**config.mk**
```make
export PLATFORM = sky130hd
export DESIGN_NAME = booth_mult_seq
export DESIGN_NICKNAME = d
export VERILOG_FILES = /design/src/rtl/booth_pkg.sv /design/src/rtl/booth_step.sv /design/src/rtl/booth_mult_seq.sv
export SDC_FILE = /design/constraint.sdc
export NUM_CORES = 1
export LEC_CHECK = 0
export CAP_MARGIN = 20
export CELL_PAD_IN_SITES_DETAIL_PLACEMENT = 1
export CELL_PAD_IN_SITES_GLOBAL_PLACEMENT = 1
export CORE_MARGIN = 5
export CORE_UTILIZATION = 25
export DETAILED_ROUTE_END_ITERATION = 6
export PLACE_DENSITY_LB_ADDON = 0.1
export SLEW_MARGIN = 25
export SYNTH_ARGS = -nofsm -noshare
export SYNTH_HDL_FRONTEND = slang
export SYNTH_HIERARCHICAL = 1
export SYNTH_SLANG_ARGS = --single-unit
```
**constraint.sdc**
```tcl
create_clock -name clk -period 2.9 [get_ports clk]
set_input_delay 0.725 -clock clk [delete_from_list [all_inputs] [get_ports clk]]
set_output_delay 0.725 -clock clk [all_outputs]
set_load 0.05 [all_outputs]
```
**src/rtl/booth_pkg.sv**
```systemverilog
// Shared types and helpers for the sequential Booth multiplier.
// Controller states, Booth pair decode and operand extension.
package booth_pkg;

  typedef enum logic [1:0] {
    IDLE = 2'd0,
    CALC = 2'd1,
    DONE = 2'd2
  } state_t;

  typedef enum logic [1:0] {
    BOOTH_NOP = 2'b00,
    BOOTH_ADD = 2'b01,
    BOOTH_SUB = 2'b10
  } booth_op_t;

  // {Q0,q_m1}: 01 adds M, 10 subtracts M, 00/11 leave A alone.
  function automatic booth_op_t booth_dec(
    input logic q0,
    input logic qm1
  );
    booth_op_t op;
    op = BOOTH_NOP;
    unique case (1'b1)
      (q0 & ~qm1): op = BOOTH_SUB;
      (~q0 & qm1): op = BOOTH_ADD;
      default:     op = BOOTH_NOP;
    endcase
    return op;
  endfunction

  // Fill bit for widening an operand: its sign when signed, else zero.
  function automatic logic ext_bit(
    input logic msb,
    input logic sgn
  );
    return msb & sgn;
  endfunction

endpackage

```
**src/rtl/booth_step.sv**
```systemverilog
// One radix-2 Booth iteration: add/sub/nop on A, then an
// arithmetic right shift of {A,Q,q_m1} by one bit.
module booth_step
  import booth_pkg::*;
#(
  parameter int WIDTH = 6
) (
  input  logic [WIDTH+1:0] a,
  input  logic [WIDTH+1:0] m,
  input  logic [WIDTH:0]   q,
  input  logic             q_m1,
  output logic [WIDTH+1:0] a_nx,
  output logic [WIDTH:0]   q_nx,
  output logic             q_m1_nx
);

  booth_op_t        op;
  logic [WIDTH+1:0] sum;

  // Partial-product update chosen by the current Booth pair.
  always_comb begin
    op  = booth_dec(q[0], q_m1);
    sum = a;
    unique case (op)
      BOOTH_ADD: sum = a + m;
      BOOTH_SUB: sum = a + ~m + (WIDTH+2)'(1);
      default:   sum = a;
    endcase
  end

  assign a_nx    = {sum[WIDTH+1], sum[WIDTH+1:1]};
  assign q_nx    = {sum[0], q[WIDTH:1]};
  assign q_m1_nx = q[0];

endmodule

```
**src/rtl/booth_mult_seq.sv**
```systemverilog
// Sequential radix-2 Booth multiplier, signed or unsigned,
// valid/ready on both sides, one job in flight, sync flush.
module booth_mult_seq
  import booth_pkg::*;
#(
  parameter int WIDTH = 6
) (
  input  logic               clk,
  input  logic               rst_n,
  input  logic               flush,
  input  logic               in_valid,
  output logic               in_ready,
  input  logic               is_signed,
  input  logic [WIDTH-1:0]   multiplicand,
  input  logic [WIDTH-1:0]   multiplier,
  output logic               out_valid,
  input  logic               out_ready,
  output logic [2*WIDTH-1:0] product
);

  localparam int CNT_W = $clog2(WIDTH + 2);

  state_t           state;
  state_t           state_nx;
  logic [WIDTH+1:0] a;
  logic [WIDTH+1:0] m;
  logic [WIDTH:0]   q;
  logic             q_m1;
  logic [CNT_W-1:0] count;
  logic             last;

  logic [WIDTH+1:0] a_nx;
  logic [WIDTH:0]   q_nx;
  logic             q_m1_nx;

  logic             m_fill;
  logic             q_fill;

  assign last   = (count == CNT_W'(1));
  assign m_fill = ext_bit(multiplicand[WIDTH-1], is_signed);
  assign q_fill = ext_bit(multiplier[WIDTH-1], is_signed);

  booth_step #(
    .WIDTH(WIDTH)
  ) u_step (
    .a       (a),
    .m       (m),
    .q       (q),
    .q_m1    (q_m1),
    .a_nx    (a_nx),
    .q_nx    (q_nx),
    .q_m1_nx (q_m1_nx)
  );

  // Controller state register.
  always_ff @(posedge clk or negedge rst_n) begin
    if (!rst_n) begin
      state <= IDLE;
    end else begin
      state <= state_nx;
    end
  end

  // Next state and handshake outputs; flush overrides everything.
  always_comb begin
    state_nx  = state;
    in_ready  = 1'b0;
    out_valid = 1'b0;
    unique case (state)
      IDLE: begin
        in_ready = 1'b1;
        if (in_valid) state_nx = CALC;
      end
      CALC: begin
        if (last) state_nx = DONE;
      end
      DONE: begin
        out_valid = 1'b1;
        if (out_ready) state_nx = IDLE;
      end
      default: state_nx = IDLE;
    endcase
    if (flush) state_nx = IDLE;
  end

  // Datapath: load widened operands, iterate, capture the product.
  // Operands are widened at accept, so the mode needs no register.
  always_ff @(posedge clk or negedge rst_n) begin
    if (!rst_n) begin
      a       <= '0;
      m       <= '0;
      q       <= '0;
      q_m1    <= 1'b0;
      count   <= '0;
      product <= '0;
    end else if (flush) begin
      a       <= '0;
      m       <= '0;
      q       <= '0;
      q_m1    <= 1'b0;
      count   <= '0;
      product <= '0;
    end else begin
      unique case (state)
        IDLE: begin
          if (in_valid) begin
            a     <= '0;
            m     <= {{2{m_fill}}, multiplicand};
            q     <= {q_fill, multiplier};
            q_m1  <= 1'b0;
            count <= CNT_W'(WIDTH + 1);
          end
        end
        CALC: begin
          a     <= a_nx;
          q     <= q_nx;
          q_m1  <= q_m1_nx;
          count <= count - CNT_W'(1);
          if (last) product <= {a_nx[WIDTH-2:0], q_nx};
        end
        default: begin
        end
      endcase
    end
  end

endmodule
```
# Word level (Yosys, flattened, before mapping)
# Cells that the tools add are included.
totals:
  ff_bits: 41
  wordCells: 63
  output_inout_bits: 14
  in_bits: 18
classes:
  n_reduce_logical: 10
  n_bitwise: 7
  n_addsub: 4
  n_eq_ne: 8
  mux: 27
op_table:
  columns: ["cell", "count"]
  rows:
  - ["2-to-1 mux 8 bit", 5]
  - ["2-to-1 mux 12 bit", 3]
  - ["case mux 8 bit (2 select lines)", 2]
  - ["adder 8 bit", 2]
  - ["2-to-1 mux 7 bit", 2]
  - ["case mux 7 bit (2 select lines)", 1]
  - ["!= test 3 bit (second input constant)", 3]
  - ["adder 8 x 1 -> 8 bit (second input constant)", 1]
  - ["2-to-1 mux 2 bit", 4]
  - ["inverter 8 bit", 1]
  - ["nonzero test 2 bit", 4]
  - ["2-to-1 mux 3 bit", 2]
  - ["case mux 2 bit (3 select lines)", 1]
  - ["case mux 3 bit (2 select lines)", 1]
  - ["AND reduction 2 bit", 3]
  - ["AND 1 bit", 4]
  - ["equality test 2 x 1 -> 1 bit (second input constant)", 2]
  - ["equality test 2 bit (second input constant)", 2]
  - ["2-to-1 mux 1 bit", 4]
  - ["case mux 2 bit (2 select lines)", 1]
  - ["equality test 3 x 1 -> 1 bit (second input constant)", 1]
  - ["AND reduction 3 bit", 1]
  - ["nonzero test 3 bit", 1]
  - ["subtractor 3 x 1 -> 3 bit (second input constant)", 1]
  - ["3 further kinds", 4]

# Depth between registers and ports, before layout
# Gate-level depths: netlist (run 1).
logic_depth:
  depth_word: 8
  ltp_mapped: 11
  mapped_depth_nobuf: 11

# Hierarchy
# The synthesis (run 1) kept the hierarchy.
modules_own_cells:
  columns: ["module", "area_per_inst_um2", "cells_per_inst", "seq_area_each_um2", "instances"]
  rows:
  - ["booth_mult_seq", 1679.1, 134, 1001.0, 1]
  - ["booth_step", 952.2, 137, 0.0, 1]

# Worst setup path after synthesis (run 1)
# Ideal clock, no wire load.
synth_path:
  path_kind: "reg-to-reg"
  start: "register a[1]"
  end: "register a[7]"
  synth_period_minus_slack_ps: 2421
  setup_time_ps: 121
  required_time_ps: 2779
  slack_ps: 479
  t_arrival_ps: 2300
  n_path_buf: 1
  stages_incl_launch_ff: 10
  path_cell_list: "dfrtp_1 > ha_1 > nor2b_1 > o31a_1 > o41a_1 > nand4_1 > o211ai_1 > or3_1 > buf_4 > a22o_1"
synth_via:
  elab_chain_cells: 5
  word_cells_on_any_way: 6
  classes_between: "3 x add/sub; 3 x mux"
synth_rtl:
  columns: ["item", "line", "text"]
  rows:
  - ["start: declaration", "booth_mult_seq.sv:25", "logic [WIDTH+1:0] a;"]
  - ["start signal: assignment", "booth_mult_seq.sv:115", "a <= a_nx;"]
  - ["adder 8 bit", "booth_step.sv:26", "BOOTH_SUB: sum = a + ~m + (WIDTH+2)'(1);"]
  - ["adder 8 x 1 -> 8 bit", "booth_step.sv:26", null]
  - ["case mux 8 bit (2 select lines) (*)", "booth_step.sv:24", "unique case (op)"]
  - ["named net a_nx[6]", "booth_mult_seq.sv:32", "logic [WIDTH+1:0] a_nx;"]
  - ["case mux 8 bit (2 select lines) (*)", "booth_mult_seq.sv:104", "unique case (state)"]
  - ["2-to-1 mux 8 bit (*)", "booth_mult_seq.sv:96", "end else if (flush) begin"]
# The timed path passes the listed nets; every way through them passes the cells marked *.
# A chain may end at the register's enable or synchronous reset.

# Worst setup path after layout (run 1)
layout_path:
  start: "register state[1]"
  end: "output out_valid"
layout_via:
  elab_chain_cells: 2
layout_rtl:
  columns: ["item", "line", "text"]
  rows:
  - ["start: declaration", "booth_mult_seq.sv:23", "state_t state;"]
  - ["start signal: assignment", "booth_mult_seq.sv:60", "state <= state_nx;"]
  - ["equality test 2 bit", "booth_mult_seq.sv:69", "unique case (state)"]
  - ["2-to-1 mux 1 bit", "booth_mult_seq.sv:69", null]
  - ["end: declaration", "booth_mult_seq.sv:16", "output logic out_valid,"]
# No other way between the ends.

==> summary.txt, run 1 <==
Timing
  • Final slew viol count: 0
  • Rel. slew slack: 0.542
  • Maximum clock frequency: 382 MHz
  • Final Critical Period: between 2000 and 3000 ps
  • Final hold viol count: 0
  • Period utilization: 0.902
  • Clock skew: 4.53 ps
  • Final setup fails: 0
  • Final TNS setup: 0 ps
  • RSZ-0062 raised after global routing: false
  • Slew of the pin with the lowest slew margin: 687 ps

Floorplanning
  • DIE HEIGHT: 113 µm
  • Core ar.: 10,300 µm²
  • DIE AREA: 12,700 µm²
  • Starting Density: 0.256
  • Num ports: 32
  • Die width: 113 µm
  • Core Rows: 37

Global route
  • Largest net degree at the start of global routing: 23
  • GRT overflow: 0
  • GRT Overall Usage: 0.123
  • GR Layer Usage met1: 0.179
  • First-pass GRT wire length: approximately 12 mm
  • Most Used Layer, Global Route: met2
  • Met2 GRT Util: 0.190
  • Met3 Use GR: 0.0221
  • Antenna violations before repair: 0
  • Vias in the first global route: 2,243

Synth
  • Syn Area/Cell: 9.71 µm²
  • Main combinational cell family by area after synthesis: compound AO/OA/AOI/OAI gates
  • XOR/XNOR share of the synthesized area: 0.0233
  • Ys Warns: 6
  • Post-synth EDFFs: 0
  • Synth Cell Area: 2630 µm²
  • Synth Register Bits: 40
  • Ys async rst share: 1.00
  • Simple-gate share of the synthesized area: 0.130
  • Post-synthesis sequential area ratio: 0.380
  • Unique masters post-synth: 50
  • Post-synthesis mux area share: 0.0580
  • Ys flop type: dfrtp_1
  • Adder-Cell Fraction of Synth Area: 0.101
  • Syn_nets: just over 300
  • Syn Inst Count: 271
  • Compound-gate portion of the synthesized area: 0.220

Pwr
  • P per Cell Area: 451 nW/µm²
  • Worst vdd ir: 284 µV
  • Lkg Pwr: ~1.4 nW

Clock tree
  • CTS tree: done
  • CTS resizes: 0
  • Max Root-Sink Buffers: 2
  • H-Tree Level Count: 2
  • CTS Hold Buffers Added: 0
  • Postcts setup bufs: 0
  • CTS root buf: clkbuf_8
  • Clock transition at path regs: 90 ps
  • Clk Latency, worst-skew pair: 300 ps
  • Sink Count: 40
  • Num CTS Buffers: 5

Outcome
  • Status: completed

Final layout
  • Final net count: 331
  • Util after Layout: 0.305
  • Area delta synth->final: 19.3%
  • Fraction of layout cells with a size suffix above 1: 0.0884
  • Ant diodes: 0
  • Final cell count without fillers: 430

Detailed routing
  • Initial DRC Count: 59
  • Via/cell ratio: 4.79
  • DRT Pass-1 Iters: 4
  • Antenna Nets Post-Route: 0
  • Drt wl/cell: 17.2 µm
  • # DRC: 0
  • Routed vias: 2,058
  • Routed WL: between 7 and 8 mm

Placement
  • GP Congestion: 0.749
  • Port buffer count: 31
  • Final HPWL DP: roughly 5.5 mm
  • Inst Count DP: 422

Min path
  • Hold/Removal Path Class: input pin to asynchronous set/reset pin

Setup path
  • Crit-path max cell delay: 820 ps
  • Critical Path Slowest Stage Cell: clkdlybuf4s50_1
  • CP Max Fanout: 7
  • Crit path kind: register to output pin
  • WP data arrival: 1890 ps
  • Crit-path cells: inv_1 > nor2_1 > clkdlybuf4s50_1
  • Startpoint Class: register
  • Worst Path Required: ~2200 ps
  • Critical Path Sink Type: output pin

Flow run
  • Max Cap Viol: 0
## state kept, by name, summed over array words and instances (netlist names)
name / cells
a: 8
count: 3
m: 7
product: 12
q: 7
q_m1: 1
state: 2
## report_power, final
group          switching [mW]  leakage, nW  internal (mW)  total, mW
logic                   0.178        0.764          0.128      0.306
registers              0.0262        0.543          0.584      0.610
clock network           0.239       0.0548          0.260      0.499
## stage by stage
stage	hold WS (ps)	area (µm²)	power (mW)	setup WS, ps
6_report	376	3140	1.41	285
5_1_grt	412	3140	1.50	139
3_5_place_dp	490	3020	0.932	376
2_1_floorplan	429	2630	0.833	479
4_1_cts	388	3140	1.44	274
3_3_place_gp	488	3020	0.930	369
## worst max-delay path: cells and delay by family (launching register included)
family / cells / cell delay, ps
flops: 1 / 510
simple gates: 1 / 150
buf+inv: 2 / 920
## worst paths after layout
path                            start  slack, ps         end  cells after the start
setup / recovery             state[1]        280   out_valid                      3
hold / removal                  rst_n        380        q[4]                      1
max in group asynchronous       rst_n       1830        a[5]                      2
min in group clk           product[7]        510  product[7]                      1
setup reg to reg                 a[1]        350        a[6]                      8
hold reg to reg            product[7]        510  product[7]                      1
## layout by cell type (no fill, tap or decap), types with 2 or more instances in the layout
master and instances:
dfrtp_1 40, nand3b_1 3, mux2_2 2, nand3_1 4, o21bai_1 2, o31ai_1 3, a22oi_1 3, inv_1 21
buf_4 9, fa_1 2, nand2_1 9, clkdlybuf4s50_1 30, xnor2_1 2, nor2_1 27, o21ai_0 7, o211ai_1 3
nor3b_1 2, a32oi_1 2, mux2i_1 13, ha_1 18, a21oi_1 13, xor2_1 5, nand2b_1 4, a211oi_1 10
clkbuf_8 5, a22o_1 22, nor2b_1 5, nor3_1 3
## layer usage
metal,up-vias,wire length (µm)
li1,1003,-
met1,1023,3870
met2,28,3310
met3,4,170
met4,0,45
met5,-,0
## cell type report
| type | instances | area [µm²] |
|---|---|---|
| clock buffers | 5 | 68.8 |
| clock inverters | 3 | 46.3 |
| fillers | 1214 | 7140 |
| inverters | 21 | 78.8 |
| multi-input cells | 185 | 1400 |
| flip-flops and latches | 40 | 1000 |
| well taps | 136 | 170 |
| repair buffers | 40 | 373 |
## cells in the mapped netlist, types with 2 or more instances
| library cell | n | area, µm² |
|---|---|---|
| nor3_1 | 3 | 15.0 |
| nand3b_1 | 3 | 22.5 |
| buf_4 | 9 | 67.6 |
| xor2_1 | 5 | 43.8 |
| clkbuf_1 | 7 | 26.3 |
| o21ai_0 | 7 | 35.0 |
| inv_1 | 21 | 78.8 |
| o211ai_1 | 3 | 22.5 |
| dfrtp_1 | 40 | 1000 |
| nand2_1 | 9 | 33.8 |
| ha_1 | 18 | 225 |
| mux2_2 | 2 | 22.5 |
| buf_6 | 2 | 22.5 |
| o21bai_1 | 2 | 15.0 |
| o31ai_1 | 3 | 22.5 |
| nor2b_1 | 5 | 31.3 |
| buf_2 | 7 | 35.0 |
| xnor2_1 | 2 | 17.5 |
| nor3b_1 | 2 | 15.0 |
| nand2b_1 | 4 | 25.0 |
| nor2_1 | 27 | 101 |
| a22o_1 | 22 | 193 |
| a211oi_1 | 10 | 75.1 |
| nand3_1 | 4 | 20.0 |
| a21oi_1 | 13 | 65.1 |
| fa_1 | 2 | 40.0 |
| a32oi_1 | 2 | 17.5 |
| mux2i_1 | 13 | 130 |
| a22oi_1 | 3 | 22.5 |
## logic make-up (layout without fill, tap and decap cells)
group           count (synthesis)  after routing
compound gates                 77             77
xor+xnor                        7              7
fa+ha+maj                      20             20
buf+inv                        46             69
flops                          40             40
mux                            15             15
simple gates                   66             66
No activity file was read; power rests on OpenSTA's default activity.
==> inputs of run 2 (changes only) <==
--- a/config.mk
+++ b/config.mk
@@ -10,6 +10,7 @@
 export CELL_PAD_IN_SITES_GLOBAL_PLACEMENT = 1
 export CORE_MARGIN = 5
 export CORE_UTILIZATION = 25
+export CTS_CLUSTER_DIAMETER = 120
 export DETAILED_ROUTE_END_ITERATION = 6
 export PLACE_DENSITY_LB_ADDON = 0.1
 export SLEW_MARGIN = 25
==> results of run 2 <==
The final DEF is identical to that of run 1; final timing and power are the same.
==> inputs of run 3 (changes only) <==
--- a/config.mk
+++ b/config.mk
@@ -5,7 +5,6 @@
 export SDC_FILE = /design/constraint.sdc
 export NUM_CORES = 1
 export LEC_CHECK = 0
-export CAP_MARGIN = 20
 export CELL_PAD_IN_SITES_DETAIL_PLACEMENT = 1
 export CELL_PAD_IN_SITES_GLOBAL_PLACEMENT = 1
 export CORE_MARGIN = 5
==> results of run 3 <==
The final DEF is identical to that of run 1; final timing and power are the same.
